--- config.mk ---
export PLATFORM = sky130hd
export DESIGN_NAME = fetch_queue_flat
export DESIGN_NICKNAME = d
export VERILOG_FILES = /design/src/rtl/fetch_queue_if.sv /design/src/rtl/fetch_queue.sv /design/src/flat_wrapper.sv
export SDC_FILE = /design/constraint.sdc
export NUM_CORES = 1
export LEC_CHECK = 0
export ABC_CLOCK_PERIOD_IN_PS = 29200
export CORE_MARGIN = 10
export CORE_UTILIZATION = 45
export CTS_CLUSTER_SIZE = 12
export DETAILED_ROUTE_END_ITERATION = 7
export GPL_ROUTABILITY_DRIVEN = 1
export MAX_ROUTING_LAYER = met4
export SLEW_MARGIN = 20
export SYNTH_ARGS = -nofsm -noshare
export SYNTH_HDL_FRONTEND = slang
export SYNTH_SLANG_ARGS = --single-unit
--- constraint.sdc ---
create_clock -name clk -period 29.2 [get_ports clk]
set_clock_uncertainty 0.1 [all_clocks]
set_input_delay 4.38 -clock clk [delete_from_list [all_inputs] [get_ports clk]]
set_output_delay 4.38 -clock clk [all_outputs]
set_load 0.03 [all_outputs]
--- src/rtl/fetch_queue_if.sv ---
// fetch_queue_if: IFU-to-decode bundle handshake, flush and status signals for fetch_queue.
// master drives the fetch side and decode ready; slave is the queue itself.
interface fetch_queue_if #(
    parameter int unsigned FETCH_WIDTH     = 2,
    parameter int unsigned INST_ADDR_WIDTH = 32,
    parameter int unsigned DEPTH           = 8
);
    localparam int unsigned INST_W = 32 * FETCH_WIDTH;
    localparam int unsigned CNT_W  = $clog2(DEPTH + 1);

    logic                       in_valid;
    logic [INST_W-1:0]          in_inst;
    logic [INST_ADDR_WIDTH-1:0] in_pc;
    logic [INST_ADDR_WIDTH-1:0] in_pc_plus_4;
    logic                       flush;
    logic                       dec_ready;
    logic                       dec_valid;
    logic [INST_W-1:0]          dec_inst;
    logic [INST_ADDR_WIDTH-1:0] dec_pc;
    logic [INST_ADDR_WIDTH-1:0] dec_pc_plus_4;
    logic                       stall_out;
    logic [CNT_W-1:0]           count;
    logic                       overflow;

    modport master (
        output in_valid, in_inst, in_pc, in_pc_plus_4, flush, dec_ready,
        input  dec_valid, dec_inst, dec_pc, dec_pc_plus_4, stall_out, count, overflow
    );

    modport slave (
        input  in_valid, in_inst, in_pc, in_pc_plus_4, flush, dec_ready,
        output dec_valid, dec_inst, dec_pc, dec_pc_plus_4, stall_out, count, overflow
    );
endinterface

--- src/rtl/fetch_queue.sv ---
// fetch_queue: bundle FIFO between IFU and decode with skid-reserved stall and redirect flush.
// Define FETCH_QUEUE_BYPASS_EN for a same-cycle empty-queue bypass from in_* to dec_*.
module fetch_queue #(
    parameter int unsigned FETCH_WIDTH     = 2,
    parameter int unsigned INST_ADDR_WIDTH = 32,
    parameter int unsigned DEPTH           = 8,
    parameter int unsigned SKID            = 2
) (
    input  logic          clk,
    input  logic          reset,
    fetch_queue_if.slave  q
);
    localparam int unsigned INST_W   = 32 * FETCH_WIDTH;
    localparam int unsigned PTR_W    = $clog2(DEPTH);
    localparam int unsigned CNT_W    = $clog2(DEPTH + 1);
    localparam int unsigned STALL_AT = DEPTH - SKID;

    typedef struct packed {
        logic [INST_W-1:0]          inst;
        logic [INST_ADDR_WIDTH-1:0] pc;
        logic [INST_ADDR_WIDTH-1:0] pc_plus_4;
    } bundle_t;

    bundle_t          mem [DEPTH];
    logic [PTR_W-1:0] wr_ptr;
    logic [PTR_W-1:0] rd_ptr;
    logic [CNT_W-1:0] count_q;
    logic             overflow_q;

    logic    stored;
    logic    full;
    logic    bypass;
    logic    bypass_take;
    logic    pop;
    logic    push;
    logic    drop;
    bundle_t in_bundle;
    bundle_t head;

    // Handshake decode; a bypassed-and-consumed bundle never touches storage.
    always_comb begin
        in_bundle.inst      = q.in_inst;
        in_bundle.pc        = q.in_pc;
        in_bundle.pc_plus_4 = q.in_pc_plus_4;
        stored = (count_q != '0);
        full   = (count_q == CNT_W'(DEPTH));
`ifdef FETCH_QUEUE_BYPASS_EN
        bypass = ~stored & q.in_valid & ~q.flush;
`else
        bypass = 1'b0;
`endif
        bypass_take = bypass & q.dec_ready;
        pop  = stored & q.dec_ready & ~q.flush;
        push = q.in_valid & ~q.flush & (~full | pop) & ~bypass_take;
        drop = q.in_valid & ~q.flush & full & ~pop;
        head = bypass ? in_bundle : mem[rd_ptr];
    end

    assign q.dec_valid     = stored | bypass;
    assign q.dec_inst      = head.inst;
    assign q.dec_pc        = head.pc;
    assign q.dec_pc_plus_4 = head.pc_plus_4;
    assign q.stall_out     = (count_q >= CNT_W'(STALL_AT));
    assign q.count         = count_q;
    assign q.overflow      = overflow_q;

    // Pointers, occupancy and sticky overflow; flush wins over push/pop.
    always_ff @(posedge clk or negedge reset) begin
        if (!reset) begin
            wr_ptr     <= '0;
            rd_ptr     <= '0;
            count_q    <= '0;
            overflow_q <= 1'b0;
        end else if (q.flush) begin
            wr_ptr  <= '0;
            rd_ptr  <= '0;
            count_q <= '0;
        end else begin
            if (push) wr_ptr <= wr_ptr + PTR_W'(1);
            if (pop)  rd_ptr <= rd_ptr + PTR_W'(1);
            if (push && !pop)      count_q <= count_q + CNT_W'(1);
            else if (pop && !push) count_q <= count_q - CNT_W'(1);
            if (drop) overflow_q <= 1'b1;
        end
    end

    // Bundle storage is deliberately not reset.
    always_ff @(posedge clk) begin
        if (push) mem[wr_ptr] <= in_bundle;
    end
endmodule

--- src/flat_wrapper.sv ---
// flat-port wrapper written by rule: the top's interface ports become plain ports
module fetch_queue_flat 
#(
    parameter int unsigned FETCH_WIDTH     = 2,
    parameter int unsigned INST_ADDR_WIDTH = 32,
    parameter int unsigned DEPTH           = 8,
    parameter int unsigned SKID            = 2
)
  (clk, reset, q_in_valid, q_in_inst, q_in_pc, q_in_pc_plus_4, q_flush, q_dec_ready, q_dec_valid, q_dec_inst, q_dec_pc, q_dec_pc_plus_4, q_stall_out, q_count, q_overflow);
  fetch_queue_if #(.FETCH_WIDTH(FETCH_WIDTH), .INST_ADDR_WIDTH(INST_ADDR_WIDTH), .DEPTH(DEPTH)) q_i ();
  input  logic clk;
  input  logic reset;
  input wire logic [$bits(q_i.in_valid)-1:0] q_in_valid;
  input wire logic [$bits(q_i.in_inst)-1:0] q_in_inst;
  input wire logic [$bits(q_i.in_pc)-1:0] q_in_pc;
  input wire logic [$bits(q_i.in_pc_plus_4)-1:0] q_in_pc_plus_4;
  input wire logic [$bits(q_i.flush)-1:0] q_flush;
  input wire logic [$bits(q_i.dec_ready)-1:0] q_dec_ready;
  output wire logic [$bits(q_i.dec_valid)-1:0] q_dec_valid;
  output wire logic [$bits(q_i.dec_inst)-1:0] q_dec_inst;
  output wire logic [$bits(q_i.dec_pc)-1:0] q_dec_pc;
  output wire logic [$bits(q_i.dec_pc_plus_4)-1:0] q_dec_pc_plus_4;
  output wire logic [$bits(q_i.stall_out)-1:0] q_stall_out;
  output wire logic [$bits(q_i.count)-1:0] q_count;
  output wire logic [$bits(q_i.overflow)-1:0] q_overflow;
  assign q_i.in_valid = q_in_valid;
  assign q_i.in_inst = q_in_inst;
  assign q_i.in_pc = q_in_pc;
  assign q_i.in_pc_plus_4 = q_in_pc_plus_4;
  assign q_i.flush = q_flush;
  assign q_i.dec_ready = q_dec_ready;
  assign q_dec_valid = q_i.dec_valid;
  assign q_dec_inst = q_i.dec_inst;
  assign q_dec_pc = q_i.dec_pc;
  assign q_dec_pc_plus_4 = q_i.dec_pc_plus_4;
  assign q_stall_out = q_i.stall_out;
  assign q_count = q_i.count;
  assign q_overflow = q_i.overflow;
  fetch_queue #(.FETCH_WIDTH(FETCH_WIDTH), .INST_ADDR_WIDTH(INST_ADDR_WIDTH), .DEPTH(DEPTH), .SKID(SKID)) u_core (.clk(clk), .reset(reset), .q(q_i));
endmodule
# [Word-level counts from Yosys, hierarchy flattened]
# Memories as Yosys holds them, arrays and structs flattened.
# Index checks and enable logic that the tools add are counted.
[totals] ramBits=1024 mem_count=1 regBits=11
[memory_table] name="u_core.mem" depth=8 word_bits=128 rd=1 rd_clocked_by_memory_dff=0 write_ports=1 line="fetch_queue.sv:24" text="bundle_t mem [DEPTH];"
[classes] addsub=4 magnitude_cmp=1 n_eq_ne=1 reduce_logical=9 bitwise_logic=10 mux=9
[op_table] op="$mux W3" n=4
[op_table] op="$mux W4" n=3
[op_table] op="$add A3 B1 Y3 const B" n=2
[op_table] op="$and A1 B1 Y1" n=6
[op_table] op="$add A4 B1 Y4 const B" n=1
[op_table] op="$eq A4 B4 Y1 const B" n=1
[op_table] op="$ge A4 B3 Y1 const B" n=1
[op_table] op="$reduce_bool A2 Y1" n=2
[op_table] op="$reduce_bool A4 Y1" n=1
[op_table] op="$sub A4 B1 Y4 const B" n=1
[op_table] op="$not A1 Y1" n=3
[op_table] op="$reduce_bool A3 Y1" n=1
[op_table] op="$logic_and A1 B1 Y1" n=2
[op_table] op="$logic_not A1 Y1" n=2
[op_table] op="$mux W1" n=2
[op_table] op="$reduce_and A2 Y1" n=1
[op_table] op="$or A1 B1 Y1" n=1

# [Longest topological paths before layout]
[logic_depth] ltp_word=10 mapped_depth=9 ltp_nobuf=8

# [Worst setup path before layout]
# No wires, ideal clock.
[synth_timing] path_kind="in2reg" startpoint="input port q_dec_ready" endpoint="memory u_core.mem[0][0] (netlist bit) (enable)" path_slack_ps=10316 n_path_buf=0 cell_stages=3 arrival_time_ps=17810 path_cell_list="nor2b_1 o31ai_4 nor4b_1"
[synth_via] elab_chain_len=6
[synth_rtl] element="from (decl)" line="flat_wrapper.sv:18" text="input wire logic [$bits(q_i.dec_ready)-1:0] q_dec_ready;"
[synth_rtl] element="$and A1 B1 Y1 (2 in a row)" line="fetch_queue.sv:53" text="pop = stored & q.dec_ready & ~q.flush;"
[synth_rtl] element="$or A1 B1 Y1" line="fetch_queue.sv:54" text="push = q.in_valid & ~q.flush & (~full | pop) & ~bypass_take;"
[synth_rtl] element="$and A1 B1 Y1" line="fetch_queue.sv:54"
[synth_rtl] element="$mux W1" line="fetch_queue.sv:89" text="if (push) mem[wr_ptr] <= in_bundle;"
[synth_rtl] element="$mux W1 (implied by the code)" line="fetch_queue.sv:89"
[synth_rtl] element="to (decl)" line="fetch_queue.sv:24"
# No other way between the ends.

# [Worst setup path in the final report]
[layout_timing] startpoint="register u_core.rd_ptr[1]" endpoint="output port q_dec_inst[3]"
[layout_via] elab_chain_len=1
[layout_rtl] element="from (decl)" line="fetch_queue.sv:26" text="logic [PTR_W-1:0] rd_ptr;"
[layout_rtl] element="from (signal assigned)" line="fetch_queue.sv:80" text="if (pop) rd_ptr <= rd_ptr + PTR_W'(1);"
[layout_rtl] element="$mem_v2 Z8 W128"
[layout_rtl] element="to (decl)" line="flat_wrapper.sv:20" text="output wire logic [$bits(q_i.dec_inst)-1:0] q_dec_inst;"
# No other way between the ends.

==> results.md <==
- A synthesized cell averages 24.9 um2.
- The share of flip-flops with an asynchronous set or reset after synthesis is between 1 and 1.5%.
- The total number of nets in the final design is a little over 2k.
- The area of the core region is about 86,000 um2.
- The remaining antenna violation count is 0.
- Counting every net in the synthesized netlist gives ~1.7k.
- The chip height is approximately 310 um.
- In the global route stage, overall resource usage came out at ~17%.
- The clock insertion delay at the later pin of the skew report is 640 ps.
- Buffers placed on the I/O ports in this run total 267.
- The max-slew violation count came to 0.
- The detail-routed net length per standard cell is ~26 um.
- Summing the sequential cell areas from Yosys gives between 70 and 80% of the chip area.
- The final number of hold-violating endpoints is 0.
- The global-route wire length before repair is between 100,000 and 150,000 um.
- The non-filler instance count after layout is between 3k and 4k.
- In the global route stage, met2 resource usage came out at between 20% and 30%.
- Once the floorplan was initialized, standard cells occupied a little under half of the core.
- The final layout contains routed wiring with a total length of 81,000 um.
- The number of global-route vias before repair is about 19k.
- The tree built by TritonCTS fans out to slightly above 1k sinks.
- The root buffer cell is clkbuf_16.
- Along the worst path, the maximum fanout reaches 63.
- In this run the horizontal extent of the chip is 315 um.
- The synthesized netlist cell count is around 1.6k.
- In this run the count of I/O pins placed on the die edge is 268.
- The clock edge transition at the registers on the reported setup and hold paths is roughly 60 ps.
- The total negative setup slack is 0 ps.
- The largest voltage drop on the vdd net is 0.0674 mV.
- Setup violations remaining at the end of the flow were counted as 0.
- Counting the buffers created by CTS gives 107.
- The number of enable-type register cells in the synthesized netlist is between 1k and 1.5k.
- The met3 track utilization from global routing is under 10%.
- In this run the register-to-register setup slack is 25,750 ps.
- The worst hold margin is between 300 and 400 ps.
- The library cell with the highest instance count after synthesis is edfxtp_1.
- The largest area contributor in the synthesized netlist is edfxtp_1.
- Relative to the synthesized area, the layout overhead comes to 18.9%.
- Setup repair after global routing left no endpoint under its margin.
- The fraction of final layout cells with drive strength greater than 1 is 28.3%.
- The cell row count is around 110.
- The floorplan step defined a die boundary enclosing around 100,000 um2.
- The worst pin sits at a relative slew slack of 30.9%.
- The maximum buffer depth of the clock tree is 3.
- Buffers added to address setup during post-CTS repair amount to 0.
- For the pin with the worst max-slew slack, the measured transition is roughly 1000 ps.
- The post-synthesis instance area is a little under 40,000 um2.
- Entering global routing, the biggest net connects about 130 pins.
- The first detailed-routing pass took 7 iterations.
- The hold-fix buffer count after cts is 0.
- The total number of yosys warnings is 0.
- The flow ran to the end, and the final reports show no timing, DRC or antenna violations.
- The class of the tightest hold or removal check is reg -> reg.
- The share of synthesized area in the top cell type comes to ~79%.
- Counting instances in the post-synthesis netlist gives the leading cell types as edfxtp_1 (1,024), mux4_2 (256), mux2_2 (128).
- The portion of the clock cycle consumed by the worst path in the final layout is between 30% and 40%.
- The detailed router finished its first iteration with about 1.1k violations.
- The clock tree from TritonCTS is done.
- Summed over all layers, the global routing overflow is 0.
- The tool flagged a number of max-cap violations equal to 0.
- After routing the design area is approximately 46,000 um2.
- The post-CTS resize count is 0.
- The upper clock frequency limit is ~110 MHz.
- The number of antenna violations at the first check in global routing is 10.
- Global routing consumed, on the met1 layer, 21.3% of the routing resources.
- After synthesis the netlist holds a flip-flop and latch count of a little over 1k.
- The startpoint type of the worst setup path is a register.
- Power comes to 3.97 mW.
- The synthesized netlist contains 35 unique library cells.
- The data arrival time of the critical path is around 5000 ps.
- Routability-driven placement finished with a final weighted congestion of around 0.70.
- The number of vias per cell is 5.44.
- The required time of the critical path is 24,720 ps.
- The power density normalized to cell area is ~85 nW/um2.
- The endpoint kind of the worst setup timing path is an output port.
- The layout has about 6.6k filler cells.
- The DRC violation count after routing is 0.
- The clock tree synthesis step divided the H-tree into 3 levels.
- The path type of the worst setup path is reg -> out.
- The global routing stage identified its most utilized layer as met2.
- In this run, placement finished with an instance count of 2,939.
- Sorting the synthesized cells by area gives the leading types as edfxtp_1 (79%), mux4_2 (15%), mux2_2 (3.7%), dfrtp_1 (0.70%), buf_4 (0.25%).
- The static leakage is 14.2 nW.
- The worst path in the final design needs a cycle of between 9000 and 10,000 ps, including I/O delays and setup.
- The HPWL after detailed placement is 41,600 um.
- The placed instance area is about 43,000 um2.
- The most used flip-flop cell after synthesis is edfxtp_1.
- For this block, the via count after detailed routing is 17.1k.
critical path, stage by stage, from the launching register on:
cell,delay (ps)
dfrtp_4,1090
buf_4,870
buf_4,860
mux4_2,420
mux2_2,270
clkdlybuf4s50_1,730
through the flow:
step,utilization [%],worst slack (ps)
after floorplan,-,10320
after global placement,49.9,20330
after detailed placement,49.9,20260
after CTS,53.7,19560
after global routing,53.7,19480
final,53.7,19730
logic make-up (layout without fill, tap and decap cells):
logic type | after synthesis | after routing | share of synthesized area [%]
adders and majority gates | 5 | 5 | 0.179
other | 0 | 10 | 0
DFF | 1035 | 1035 | 79.4
AOI/OAI and AO/OA | 18 | 18 | 0.349
buffers and inverters | 83 | 489 | 1.04
and+or+nand+nor | 36 | 36 | 0.458
xor gates and xnor gates | 6 | 6 | 0.134
muxes | 386 | 386 | 18.5
cell usage in the layout, fill, tap and decap left out, types with 3 or more instances in the layout:
cell type / count
clkbuf_1: 43
xor2_1: 3
nor2_1: 13
o21ai_0: 5
buf_4: 17
ha_1: 4
dfrtp_1: 8
dfrtp_4: 3
mux2_2: 128
nand2_1: 4
clkbuf_16: 109
a21oi_1: 3
diode_2: 10
clkdlybuf4s50_1: 267
clkinv_1: 14
mux4_2: 256
bufinv_16: 6
nor3_2: 3
buf_12: 7
nor2_4: 3
clkinv_2: 12
xnor2_1: 3
inv_1: 7
edfxtp_1: 1024
where the power goes:
part,switching [mW],internal (mW)
Combinational,0.502,0.486
Clock,0.529,0.738
Sequential,0.0337,1.68
flip-flops by register name (all words and copies together) (netlist names):
register	cells
u_core.q.overflow	1
u_core.rd_ptr	3
u_core.q.count	4
u_core.mem	1024
u_core.wr_ptr	3
path summary, 6_finish.rpt:
kind / from / end / cells after the start
setup / recovery: u_core.rd_ptr[1]$_DFFE_PN0P_ / q_dec_inst[3] / 5
hold / removal: u_core.q.overflow$_DFFE_PN0P_ / u_core.q.overflow$_DFFE_PN0P_ / 1
hold reg to reg: u_core.q.overflow$_DFFE_PN0P_ / u_core.q.overflow$_DFFE_PN0P_ / 1
setup reg to reg: u_core.q.count[0]$_DFFE_PN0P_ / u_core.mem[6][92]$_DFFE_PP_ / 5
min in group asynchronous: reset / u_core.q.overflow$_DFFE_PN0P_ / 1
max in group asynchronous: reset / u_core.rd_ptr[0]$_DFFE_PN0P_ / 1
cell type report:
type | instances | area (um2) | area share, %
antenna | 10 | 25.0 | 0.0538
clock buffer | 152 | 2890 | 6.22
clock inverter | 38 | 369 | 0.794
inverter | 7 | 26.3 | 0.0565
multi-input combinational | 451 | 7710 | 16.6
sequential | 1035 | 31000 | 66.8
tap | 1155 | 1450 | 3.11
timing repair buffer | 292 | 2970 | 6.39
routing by layer:
| metal | up-vias | part of all wire [%] |
|---|---|---|
| met5 | - | 0 |
| met4 | 0 | 1.5 |
| met3 | 89 | 5.5 |
| met2 | 361 | 51 |
| met1 | 9232 | 42 |
| li1 | 7415 | - |
Note: power is estimated with default switching activity, not from simulation.
